`src/rtl/fpu_req_arbiter_if.sv`:
```
// Request/response bundle between two FPU requesters, the arbiter and the shared FPU.
// The slave modport is the arbiter side and the master modport is the requester/FPU side.
interface fpu_req_arbiter_if;
  logic        req_0;
  logic        req_1;
  logic [31:0] op_a_0;
  logic [31:0] op_b_0;
  logic [31:0] op_a_1;
  logic [31:0] op_b_1;
  logic        gnt_0;
  logic        gnt_1;
  logic        fpu_start;
  logic [31:0] fpu_op_a;
  logic [31:0] fpu_op_b;
  logic        fpu_done;
  logic [31:0] fpu_data_in;
  logic [1:0]  fpu_status_in;
  logic        rsp_valid_0;
  logic        rsp_valid_1;
  logic [31:0] rsp_data;
  logic [1:0]  rsp_status;
  logic        rsp_timeout;
  logic        busy;

  modport slave (
    input  req_0, req_1, op_a_0, op_b_0, op_a_1, op_b_1,
    input  fpu_done, fpu_data_in, fpu_status_in,
    output gnt_0, gnt_1, fpu_start, fpu_op_a, fpu_op_b,
    output rsp_valid_0, rsp_valid_1, rsp_data, rsp_status, rsp_timeout, busy
  );

  modport master (
    output req_0, req_1, op_a_0, op_b_0, op_a_1, op_b_1,
    output fpu_done, fpu_data_in, fpu_status_in,
    input  gnt_0, gnt_1, fpu_start, fpu_op_a, fpu_op_b,
    input  rsp_valid_0, rsp_valid_1, rsp_data, rsp_status, rsp_timeout, busy
  );
endinterface

```
`src/rtl/fpu_req_arbiter.sv`:
```
// Round-robin arbiter sharing one FPU between two requesters.
// Defining FPU_ARB_TIMEOUT_EN adds a WAIT watchdog of TIMEOUT_CYCLES cycles.
//
// state   | meaning
// IDLE    | no transaction; sample requests, capture winner's operands
// ISSUE   | grant pulse to winner plus fpu_start pulse
// WAIT    | waiting for fpu_done (or watchdog expiry)
// RESPOND | rsp_valid pulse to the served requester
module fpu_req_arbiter #(
  parameter int TIMEOUT_CYCLES = 64
) (
  input logic              clock_100Khz,
  input logic              reset,
  fpu_req_arbiter_if.slave bus
);

  typedef enum logic [1:0] {IDLE, ISSUE, WAIT, RESPOND} state_t;

  state_t      state, state_nxt;
  logic        ptr, ptr_nxt;
  logic        served, served_nxt;
  logic        win;
  logic [31:0] op_a_q, op_a_nxt;
  logic [31:0] op_b_q, op_b_nxt;
  logic [31:0] rsp_data_q, rsp_data_nxt;
  logic [1:0]  rsp_status_q, rsp_status_nxt;

`ifdef FPU_ARB_TIMEOUT_EN
  localparam logic [7:0] WAIT_LAST = 8'(TIMEOUT_CYCLES - 1);
  logic [7:0] wait_cnt, wait_cnt_nxt;
  logic       rsp_timeout_q, rsp_timeout_nxt;
`endif

  always_ff @(posedge clock_100Khz or posedge reset) begin
    if (reset) begin
      state        <= IDLE;
      ptr          <= 1'b0;
      served       <= 1'b0;
      op_a_q       <= '0;
      op_b_q       <= '0;
      rsp_data_q   <= '0;
      rsp_status_q <= 2'd0;
`ifdef FPU_ARB_TIMEOUT_EN
      wait_cnt      <= '0;
      rsp_timeout_q <= 1'b0;
`endif
    end else begin
      state        <= state_nxt;
      ptr          <= ptr_nxt;
      served       <= served_nxt;
      op_a_q       <= op_a_nxt;
      op_b_q       <= op_b_nxt;
      rsp_data_q   <= rsp_data_nxt;
      rsp_status_q <= rsp_status_nxt;
`ifdef FPU_ARB_TIMEOUT_EN
      wait_cnt      <= wait_cnt_nxt;
      rsp_timeout_q <= rsp_timeout_nxt;
`endif
    end
  end

  always_comb begin
    state_nxt      = state;
    ptr_nxt        = ptr;
    served_nxt     = served;
    win            = 1'b0;
    op_a_nxt       = op_a_q;
    op_b_nxt       = op_b_q;
    rsp_data_nxt   = rsp_data_q;
    rsp_status_nxt = rsp_status_q;
`ifdef FPU_ARB_TIMEOUT_EN
    wait_cnt_nxt    = wait_cnt;
    rsp_timeout_nxt = rsp_timeout_q;
`endif
    case (state)
      IDLE: begin
        if (bus.req_0 || bus.req_1) begin
          // lone requester wins; on a tie the pointer decides
          win        = (bus.req_0 && bus.req_1) ? ptr : bus.req_1;
          served_nxt = win;
          ptr_nxt    = ~win;
          op_a_nxt   = win ? bus.op_a_1 : bus.op_a_0;
          op_b_nxt   = win ? bus.op_b_1 : bus.op_b_0;
          state_nxt  = ISSUE;
        end
      end
      ISSUE: begin
        state_nxt = WAIT;
`ifdef FPU_ARB_TIMEOUT_EN
        wait_cnt_nxt = '0;
`endif
      end
      WAIT: begin
        if (bus.fpu_done) begin
          rsp_data_nxt   = bus.fpu_data_in;
          rsp_status_nxt = bus.fpu_status_in;
          state_nxt      = RESPOND;
`ifdef FPU_ARB_TIMEOUT_EN
          rsp_timeout_nxt = 1'b0;
        end else if (wait_cnt == WAIT_LAST) begin
          rsp_data_nxt    = 32'h0;
          rsp_status_nxt  = 2'd3;
          rsp_timeout_nxt = 1'b1;
          state_nxt       = RESPOND;
        end else begin
          wait_cnt_nxt = wait_cnt + 8'd1;
`endif
        end
      end
      RESPOND: state_nxt = IDLE;
      default: state_nxt = IDLE;
    endcase
  end

  assign bus.busy        = (state != IDLE);
  assign bus.fpu_start   = (state == ISSUE);
  assign bus.gnt_0       = (state == ISSUE) && !served;
  assign bus.gnt_1       = (state == ISSUE) &&  served;
  assign bus.rsp_valid_0 = (state == RESPOND) && !served;
  assign bus.rsp_valid_1 = (state == RESPOND) &&  served;
  assign bus.fpu_op_a    = op_a_q;
  assign bus.fpu_op_b    = op_b_q;
  assign bus.rsp_data    = rsp_data_q;
  assign bus.rsp_status  = rsp_status_q;
`ifdef FPU_ARB_TIMEOUT_EN
  assign bus.rsp_timeout = rsp_timeout_q;
`else
  // constant 0 for every legal TIMEOUT_CYCLES
  assign bus.rsp_timeout = (TIMEOUT_CYCLES == 0);
`endif

endmodule

```
`src/flat_wrapper.sv`:
```
// flat-port wrapper written by rule: the top's interface ports become plain ports
module fpu_req_arbiter_flat 
#(
  parameter int TIMEOUT_CYCLES = 64
)
  (clock_100Khz, reset, bus_req_0, bus_req_1, bus_op_a_0, bus_op_b_0, bus_op_a_1, bus_op_b_1, bus_fpu_done, bus_fpu_data_in, bus_fpu_status_in, bus_gnt_0, bus_gnt_1, bus_fpu_start, bus_fpu_op_a, bus_fpu_op_b, bus_rsp_valid_0, bus_rsp_valid_1, bus_rsp_data, bus_rsp_status, bus_rsp_timeout, bus_busy);
  fpu_req_arbiter_if bus_i ();
  input logic clock_100Khz;
  input logic reset;
  input wire logic [$bits(bus_i.req_0)-1:0] bus_req_0;
  input wire logic [$bits(bus_i.req_1)-1:0] bus_req_1;
  input wire logic [$bits(bus_i.op_a_0)-1:0] bus_op_a_0;
  input wire logic [$bits(bus_i.op_b_0)-1:0] bus_op_b_0;
  input wire logic [$bits(bus_i.op_a_1)-1:0] bus_op_a_1;
  input wire logic [$bits(bus_i.op_b_1)-1:0] bus_op_b_1;
  input wire logic [$bits(bus_i.fpu_done)-1:0] bus_fpu_done;
  input wire logic [$bits(bus_i.fpu_data_in)-1:0] bus_fpu_data_in;
  input wire logic [$bits(bus_i.fpu_status_in)-1:0] bus_fpu_status_in;
  output wire logic [$bits(bus_i.gnt_0)-1:0] bus_gnt_0;
  output wire logic [$bits(bus_i.gnt_1)-1:0] bus_gnt_1;
  output wire logic [$bits(bus_i.fpu_start)-1:0] bus_fpu_start;
  output wire logic [$bits(bus_i.fpu_op_a)-1:0] bus_fpu_op_a;
  output wire logic [$bits(bus_i.fpu_op_b)-1:0] bus_fpu_op_b;
  output wire logic [$bits(bus_i.rsp_valid_0)-1:0] bus_rsp_valid_0;
  output wire logic [$bits(bus_i.rsp_valid_1)-1:0] bus_rsp_valid_1;
  output wire logic [$bits(bus_i.rsp_data)-1:0] bus_rsp_data;
  output wire logic [$bits(bus_i.rsp_status)-1:0] bus_rsp_status;
  output wire logic [$bits(bus_i.rsp_timeout)-1:0] bus_rsp_timeout;
  output wire logic [$bits(bus_i.busy)-1:0] bus_busy;
  assign bus_i.req_0 = bus_req_0;
  assign bus_i.req_1 = bus_req_1;
  assign bus_i.op_a_0 = bus_op_a_0;
  assign bus_i.op_b_0 = bus_op_b_0;
  assign bus_i.op_a_1 = bus_op_a_1;
  assign bus_i.op_b_1 = bus_op_b_1;
  assign bus_i.fpu_done = bus_fpu_done;
  assign bus_i.fpu_data_in = bus_fpu_data_in;
  assign bus_i.fpu_status_in = bus_fpu_status_in;
  assign bus_gnt_0 = bus_i.gnt_0;
  assign bus_gnt_1 = bus_i.gnt_1;
  assign bus_fpu_start = bus_i.fpu_start;
  assign bus_fpu_op_a = bus_i.fpu_op_a;
  assign bus_fpu_op_b = bus_i.fpu_op_b;
  assign bus_rsp_valid_0 = bus_i.rsp_valid_0;
  assign bus_rsp_valid_1 = bus_i.rsp_valid_1;
  assign bus_rsp_data = bus_i.rsp_data;
  assign bus_rsp_status = bus_i.rsp_status;
  assign bus_rsp_timeout = bus_i.rsp_timeout;
  assign bus_busy = bus_i.busy;
  fpu_req_arbiter #(.TIMEOUT_CYCLES(TIMEOUT_CYCLES)) u_core (.clock_100Khz(clock_100Khz), .reset(reset), .bus(bus_i));
endmodule
```
`config.mk`:
```
export PLATFORM = sky130hd
export DESIGN_NAME = fpu_req_arbiter_flat
export DESIGN_NICKNAME = d
export VERILOG_FILES = /design/src/rtl/fpu_req_arbiter_if.sv /design/src/rtl/fpu_req_arbiter.sv /design/src/flat_wrapper.sv
export SDC_FILE = /design/constraint.sdc
export NUM_CORES = 1
export LEC_CHECK = 0
export ABC_AREA = 1
export ABC_CLOCK_PERIOD_IN_PS = 2750
export CORE_MARGIN = 2
export CORE_UTILIZATION = 35
export CTS_CLUSTER_DIAMETER = 120
export DETAILED_ROUTE_END_ITERATION = 8
export GPL_ROUTABILITY_DRIVEN = 0
export HOLD_SLACK_MARGIN = 0.05
export PLACE_DENSITY = 0.75
export SETUP_SLACK_MARGIN = 0.5
export SLEW_MARGIN = 5
export SYNTH_ARGS = -nofsm -noshare
export SYNTH_HDL_FRONTEND = slang
export SYNTH_SLANG_ARGS = --single-unit
```
`constraint.sdc`:
```
create_clock -name clock_100Khz -period 2.75 [get_ports clock_100Khz]
set_input_delay 0.275 -clock clock_100Khz [delete_from_list [all_inputs] [get_ports clock_100Khz]]
set_output_delay 0.275 -clock clock_100Khz [all_outputs]
set_load 0.005 [all_outputs]
```
==> results.sh, run 1 <==
export IMPL_routed_via_density=4.57
export IMPL_final_period_utilization=0.744
export IMPL_worstPathArrival_ps=1770
export IMPL_grt_first_pass_wirelength_um=26900
export IMPL_rsz0062_at_grt="false"
export IMPL_top_level_ports=272
export IMPL_yosys_mux_area_fraction=0
export IMPL_initial_core_util=0.360
export IMPL_clock_path_buffers=2
export IMPL_synth_adder_area_share=0.0119
export IMPL_post_synth_and_or_nand_nor_area_fraction=0.353
export IMPL_setup_ws_ps=704
export IMPL_areaGrowthSynthToFinish_pct=60.1
export IMPL_worstSetupStartpointType="flop"
export IMPL_detailroute_wirelength_met2_um=7530
export IMPL_synth_area_per_cell_um2=7.12
export IMPL_routed_top_layer="met4"
export IMPL_core_region_area_um2=14600
export IMPL_htree_num_levels=3
export IMPL_layout_cells_most_common_list="sky130_fd_sc_hd__nand2_1, sky130_fd_sc_hd__clkdlybuf4s50_1, sky130_fd_sc_hd__nand3_1"
export IMPL_number_of_i_o_port_buffers=270
export IMPL_insertedDiodeCount=0
export IMPL_tritoncts_clock_tree="yes"
export IMPL_die_h_um=127
export IMPL_powerDensity_nw_per_um2=924
export IMPL_ys_seq_elements=102
export IMPL_status="finished clean"
export IMPL_vias=5371
export IMPL_nNetsFinal=1157
export IMPL_ff2ff_path_depth=6
export IMPL_report_final_hold_viol_count=0
export IMPL_cts_made_buffers=9
export IMPL_post_drt_wl_per_cell_um=13.9
export IMPL_cts_num_sinks=102
export IMPL_drt_initial_drc_count=240
export IMPL_route_detailed_drc=0
export IMPL_detailedPlacementHpwl_um=11500
export IMPL_fmax_mhz=489
export IMPL_dp_worst_setup_slack_ps=889
export IMPL_fin_worst_skew_ps=4.60
export IMPL_total_power_after_layout_mw=7.77
export IMPL_timing_max_transition_violations_final=0
export IMPL_synth_cells=738
export IMPL_cell_count_of_the_worst_hold_path=4
export IMPL_synth_compound_area_frac=0.00453
export IMPL_clockRootBuffer="sky130_fd_sc_hd__clkbuf_16"
export IMPL_synth_yosys_warnings=0
export IMPL_post_cts_buffers=0
export IMPL_worstSkewPairLatency_ps=340
export IMPL_syn_cell_area_um2=5250
export IMPL_synth_sequential_area_ratio=0.486
export IMPL_met3RoutedLength_um=1250
export IMPL_mappedNetlistNets=910
export IMPL_worst_setup_path_end_kind="output pin"
export IMPL_ant_nets=0
export IMPL_grt_remaining_overflow=0
export IMPL_detailedRoute_firstPassIterationCount=5
export IMPL_maxCapViolations=0
export IMPL_finalWirelength_um=16300
export IMPL_synth_xor_area_share=0
export IMPL_power_ir_vdd_worst_mv=0.449
export IMPL_crit_required_ps=2480
export IMPL_final_core_utilization=0.576
export IMPL_antenna_found_initial=0
export IMPL_die_width_um=127
export IMPL_synth_top_family_by_area="simple AND/OR/NAND/NOR gates"
export IMPL_cts_hold_buffers_added=0
export IMPL_rows=44
export IMPL_period_minus_slack_ps=2050
export IMPL_maximum_number_of_pins_on_one_net_before_global_route_repair=67
export IMPL_routedLengthMet1_um=6940
export IMPL_clkTransAtPathRegs_ps=70
export IMPL_layout_cells_most_common="sky130_fd_sc_hd__nand2_1"
export IMPL_timing_setup_tns_ps=0
export IMPL_cts_resized=0
export IMPL_first_global_vias=5374
export IMPL_timing_slew_headroom=0.521
export IMPL_finalSetupViolCount=0
export IMPL_global_route_usage_total=0.208
export IMPL_critical_path_class="reg -> out"
export IMPL_synthDistinctLibCells=14
export IMPL_min_delay_path_class="in -> reg"
export IMPL_timing_worst_slew_pin_value_ps=719
export IMPL_total_leakage_power_nw=4.44
export IMPL_drive_gt1_frac=0.0354
export IMPL_worstPathMaxFanout=4
export IMPL_die_area_um2=16000
==> report_power, final <==
group / internal, mW / switching [mW] / leakage (nW)
sequential: 2.24 / 0.417 / 1.26
clock: 0.829 / 0.575 / 0.159
combinational: 2.01 / 1.70 / 3.02
total: 5.07 / 2.70 / 4.44
==> synthesized netlist by cell type <==
| cell type | instances | share of area |
|---|---|---|
| sky130_fd_sc_hd__buf_4 | 4 | 0.0057 |
| sky130_fd_sc_hd__ha_1 | 5 | 0.012 |
| sky130_fd_sc_hd__nand3_1 | 163 | 0.16 |
| sky130_fd_sc_hd__buf_2 | 33 | 0.031 |
| sky130_fd_sc_hd__clkbuf_1 | 8 | 0.0057 |
| sky130_fd_sc_hd__o21ai_2 | 1 | 0.0017 |
| sky130_fd_sc_hd__buf_1 | 2 | 0.0014 |
| sky130_fd_sc_hd__o21ai_1 | 3 | 0.0029 |
| sky130_fd_sc_hd__nand2_1 | 273 | 0.20 |
| sky130_fd_sc_hd__dfrtp_1 | 102 | 0.49 |
| sky130_fd_sc_hd__conb_1 | 1 | 0.00071 |
| sky130_fd_sc_hd__inv_1 | 138 | 0.099 |
| sky130_fd_sc_hd__nor2_1 | 4 | 0.0029 |
| sky130_fd_sc_hd__inv_2 | 1 | 0.00071 |
==> logic make-up after synthesis <==
family | count (synthesis)
AND/OR/NAND/NOR | 440
buffers and inverters | 186
flip-flops | 102
adder cells (fa/ha/maj) | 5
AO/OA/AOI/OAI | 4
other | 1
==> registers in the layout, summed over array words and instances, names as in the netlist <==
name	count
u_core.served	1
u_core.bus.rsp_status	2
u_core.ptr	1
u_core.bus.fpu_op_a	32
u_core.bus.rsp_data	32
u_core.state	2
u_core.bus.fpu_op_b	32
==> critical path, cell delays in order, from the launching register on <==
cell,delay [ps]
sky130_fd_sc_hd__dfrtp_1,390
sky130_fd_sc_hd__inv_1,100
sky130_fd_sc_hd__ha_1,280
sky130_fd_sc_hd__inv_1,150
sky130_fd_sc_hd__clkdlybuf4s50_1,520
==> area by class of cell <==
cell class,count,area (um^2)
sequential,102,2550
clock buffer,10,239
multi-input combinational,450,1960
clock inverter,6,93.8
tap,184,230
inverter,139,526
timing repair buffer,283,2810
fill,1352,6180
==> final timing paths <==
kind	startpoint	end	slack (ps)
min in group asynchronous	reset	u_core.bus.fpu_op_b[17]	480
max in group asynchronous	reset	u_core.bus.fpu_op_b[29]	1740
setup / recovery	u_core.state[0]	bus_busy	700
hold / removal	bus_req_1	u_core.bus.fpu_op_b[26]	440
setup reg to reg	u_core.state[0]	u_core.bus.rsp_data[22]	1070
hold reg to reg	u_core.bus.rsp_status[1]	u_core.bus.rsp_status[1]	470
==> stage by stage <==
step	hold slack, ps	area, um^2	instances
final	440	8410	1174
after global routing	462	8410	1174
after CTS	420	8410	1174
after detailed placement	458	8070	1158
after global placement	453	8070	1158
after floorplan	408	5260	738
==> routing by layer <==
layer / track usage / vias to the layer above
met5: 0 / -
met4: 0.0983 / 0
met3: 0.0527 / 42
met2: 0.335 / 198
met1: 0.262 / 2426
li1: - / 2705
No activity file was read; power rests on OpenSTA's default activity.
==> inputs of run 2 (changes only) <==
--- a/config.mk
+++ b/config.mk
@@ -6,7 +6,7 @@
 export NUM_CORES = 1
 export LEC_CHECK = 0
 export ABC_AREA = 1
-export ABC_CLOCK_PERIOD_IN_PS = 2750
+export ABC_CLOCK_PERIOD_IN_PS = 1600
 export CORE_MARGIN = 2
 export CORE_UTILIZATION = 35
 export CTS_CLUSTER_DIAMETER = 120
==> constraint.sdc (replaced) <==
create_clock -name clock_100Khz -period 1.6 [get_ports clock_100Khz]
set_input_delay 0.16 -clock clock_100Khz [delete_from_list [all_inputs] [get_ports clock_100Khz]]
set_output_delay 0.16 -clock clock_100Khz [all_outputs]
set_load 0.005 [all_outputs]
==> run 2 against run 1 <==
Net effect:
- setup slack worse by 660 ps
- cell area increased by 15%
- register-to-register slack worse by 1000 ps
- critical path depth is 6 higher
- die area stayed put
- critical path type is now reg -> reg
- largest cell class unchanged
- highest routed layer unchanged
==> results.sh, run 2 (synthesis gave the netlist of run 1 again) <==
export IMPL_power_ir_vdd_worst_mv=0.769
export IMPL_setup_ws_ps=39.6
export IMPL_grt_remaining_overflow=0
export IMPL_die_width_um=127
export IMPL_total_leakage_power_nw=5.16
export IMPL_timing_max_transition_violations_final=0
export IMPL_rsz0062_at_grt="true"
export IMPL_status="finished clean"
export IMPL_tritoncts_clock_tree="yes"
export IMPL_areaGrowthSynthToFinish_pct=84.5
export IMPL_cts_made_buffers=9
export IMPL_htree_num_levels=3
export IMPL_maxCapViolations=0
export IMPL_rows=44
export IMPL_layout_cells_most_common_list="sky130_fd_sc_hd__nand2_1, sky130_fd_sc_hd__clkdlybuf4s50_1, sky130_fd_sc_hd__inv_1"
export IMPL_post_drt_wl_per_cell_um=16.6
export IMPL_clock_path_buffers=2
export IMPL_detailedPlacementHpwl_um=11800
export IMPL_worst_setup_path_end_kind="flop"
export IMPL_cts_hold_buffers_added=0
export IMPL_finalWirelength_um=20700
export IMPL_grt_first_pass_wirelength_um=31400
export IMPL_vias=5915
export IMPL_fin_worst_skew_ps=6.24
export IMPL_first_global_vias=5858
export IMPL_clockRootBuffer="sky130_fd_sc_hd__clkbuf_16"
export IMPL_crit_required_ps=1840
export IMPL_antenna_found_initial=0
export IMPL_worstPathArrival_ps=1800
export IMPL_insertedDiodeCount=0
export IMPL_timing_slew_headroom=0.506
export IMPL_ant_nets=0
export IMPL_cts_num_sinks=102
export IMPL_finalSetupViolCount=0
export IMPL_timing_worst_slew_pin_value_ps=740
export IMPL_drt_initial_drc_count=351
export IMPL_worstSkewPairLatency_ps=350
export IMPL_die_h_um=127
export IMPL_global_route_usage_total=0.246
export IMPL_total_power_after_layout_mw=15.9
export IMPL_die_area_um2=16000
export IMPL_nFillCells=1162
export IMPL_clkTransAtPathRegs_ps=70
export IMPL_layout_cells_most_common="sky130_fd_sc_hd__nand2_1"
export IMPL_initial_core_util=0.360
export IMPL_powerDensity_nw_per_um2=1640
export IMPL_routed_via_density=4.74
export IMPL_fmax_mhz=641
export IMPL_number_of_i_o_port_buffers=270
export IMPL_maximum_number_of_pins_on_one_net_before_global_route_repair=54
export IMPL_worstSetupStartpointType="flop"
export IMPL_nNetsFinal=1231
export IMPL_core_region_area_um2=14600
export IMPL_drive_gt1_frac=0.330
export IMPL_top_level_ports=272
export IMPL_min_delay_path_class="in -> reg"
export IMPL_worstPathMaxFanout=6
export IMPL_multi_input_area_um2=2700
export IMPL_final_core_utilization=0.664
export IMPL_critical_path_class="reg -> reg"
export IMPL_route_detailed_drc=0
export IMPL_final_period_utilization=0.975
export IMPL_sequential_cell_area_um2=2550
export IMPL_period_minus_slack_ps=1560
export IMPL_dp_worst_setup_slack_ps=16.1
export IMPL_report_final_hold_viol_count=0
export IMPL_detailedRoute_firstPassIterationCount=5
==> run 2: timing repair <==
action / CTS / global route
endpoints found under the setup margin: 206 / 111
resized for setup: 465 / 74
cloned: 13 / 7
buffers inserted: 46 / 2
pin swaps: 7 / 27
endpoints found under the hold margin: 0 / 0
==> run 2: where the power goes <==
part,internal [mW],switching (mW),leakage (nW)
clock,1.11,1.01,0.139
sequential,3.84,0.702,1.26
combinational,4.76,4.43,3.76
total,9.71,6.14,5.16
==> run 2: stage by stage <==
| stage | hold WS (ps) | TNS [ps] | cell area [um^2] | std cells |
|---|---|---|---|---|
| after global placement | 453 | 0 | 8560 | 1164 |
| after detailed placement | 458 | 0 | 8560 | 1164 |
| after CTS | 236 | 0 | 9260 | 1239 |
| after floorplan | 290 | 0 | 5710 | 738 |
| final | 267 | 0 | 9690 | 1248 |
| after global routing | 279 | -5.50 | 9690 | 1248 |
==> run 2: final cells by class <==
type / instances / area share
repair buffers: 352 / 0.350
multi-input cells: 455 / 0.279
flip-flops and latches: 102 / 0.263
inverters: 139 / 0.0552
clock buffers: 10 / 0.0247
well taps: 184 / 0.0238
clock inverters: 6 / 0.00452
==> run 2: metal layers <==
metal  vias to the layer above  GRT usage  share of wire
met3                        44     0.0493          0.068
met2                       265      0.395           0.49
met5                         -          0              0
met4                         0      0.102          0.030
met1                      2725      0.326           0.41
li1                       2881          -              -
==> run 2: final timing paths <==
check	cells past startpoint	end	slack, ps	start
worst max register to register	10	u_core.bus.fpu_op_a[2]	40	u_core.state[0]
worst min register to register	2	u_core.bus.rsp_data[18]	470	u_core.bus.rsp_data[18]
worst max-delay path	10	u_core.bus.fpu_op_a[2]	40	u_core.state[0]
min in group asynchronous	3	u_core.bus.rsp_data[6]	280	reset
worst min-delay path	4	u_core.bus.fpu_op_a[5]	270	bus_req_1
max in group asynchronous	3	u_core.bus.fpu_op_a[26]	1070	reset
==> run 2: worst max-delay path, stage by stage, from the launching register on <==
cell,delay [ps]
sky130_fd_sc_hd__dfrtp_1,380
sky130_fd_sc_hd__buf_6,130
sky130_fd_sc_hd__inv_6,30
sky130_fd_sc_hd__ha_4,150
sky130_fd_sc_hd__buf_6,120
sky130_fd_sc_hd__o21ai_4,70
sky130_fd_sc_hd__clkinv_4,120
sky130_fd_sc_hd__buf_12,170
sky130_fd_sc_hd__clkbuf_16,160
sky130_fd_sc_hd__nand3_2,70
sky130_fd_sc_hd__nand2_1,50
==> inputs of run 3 (changes only) <==
--- a/config.mk
+++ b/config.mk
@@ -12,7 +12,6 @@
 export CTS_CLUSTER_DIAMETER = 120
 export DETAILED_ROUTE_END_ITERATION = 8
 export GPL_ROUTABILITY_DRIVEN = 0
-export HOLD_SLACK_MARGIN = 0.05
 export PLACE_DENSITY = 0.75
 export SETUP_SLACK_MARGIN = 0.5
 export SLEW_MARGIN = 5
==> results of run 3 <==
The final DEF is identical to that of run 2; final timing and power are the same.
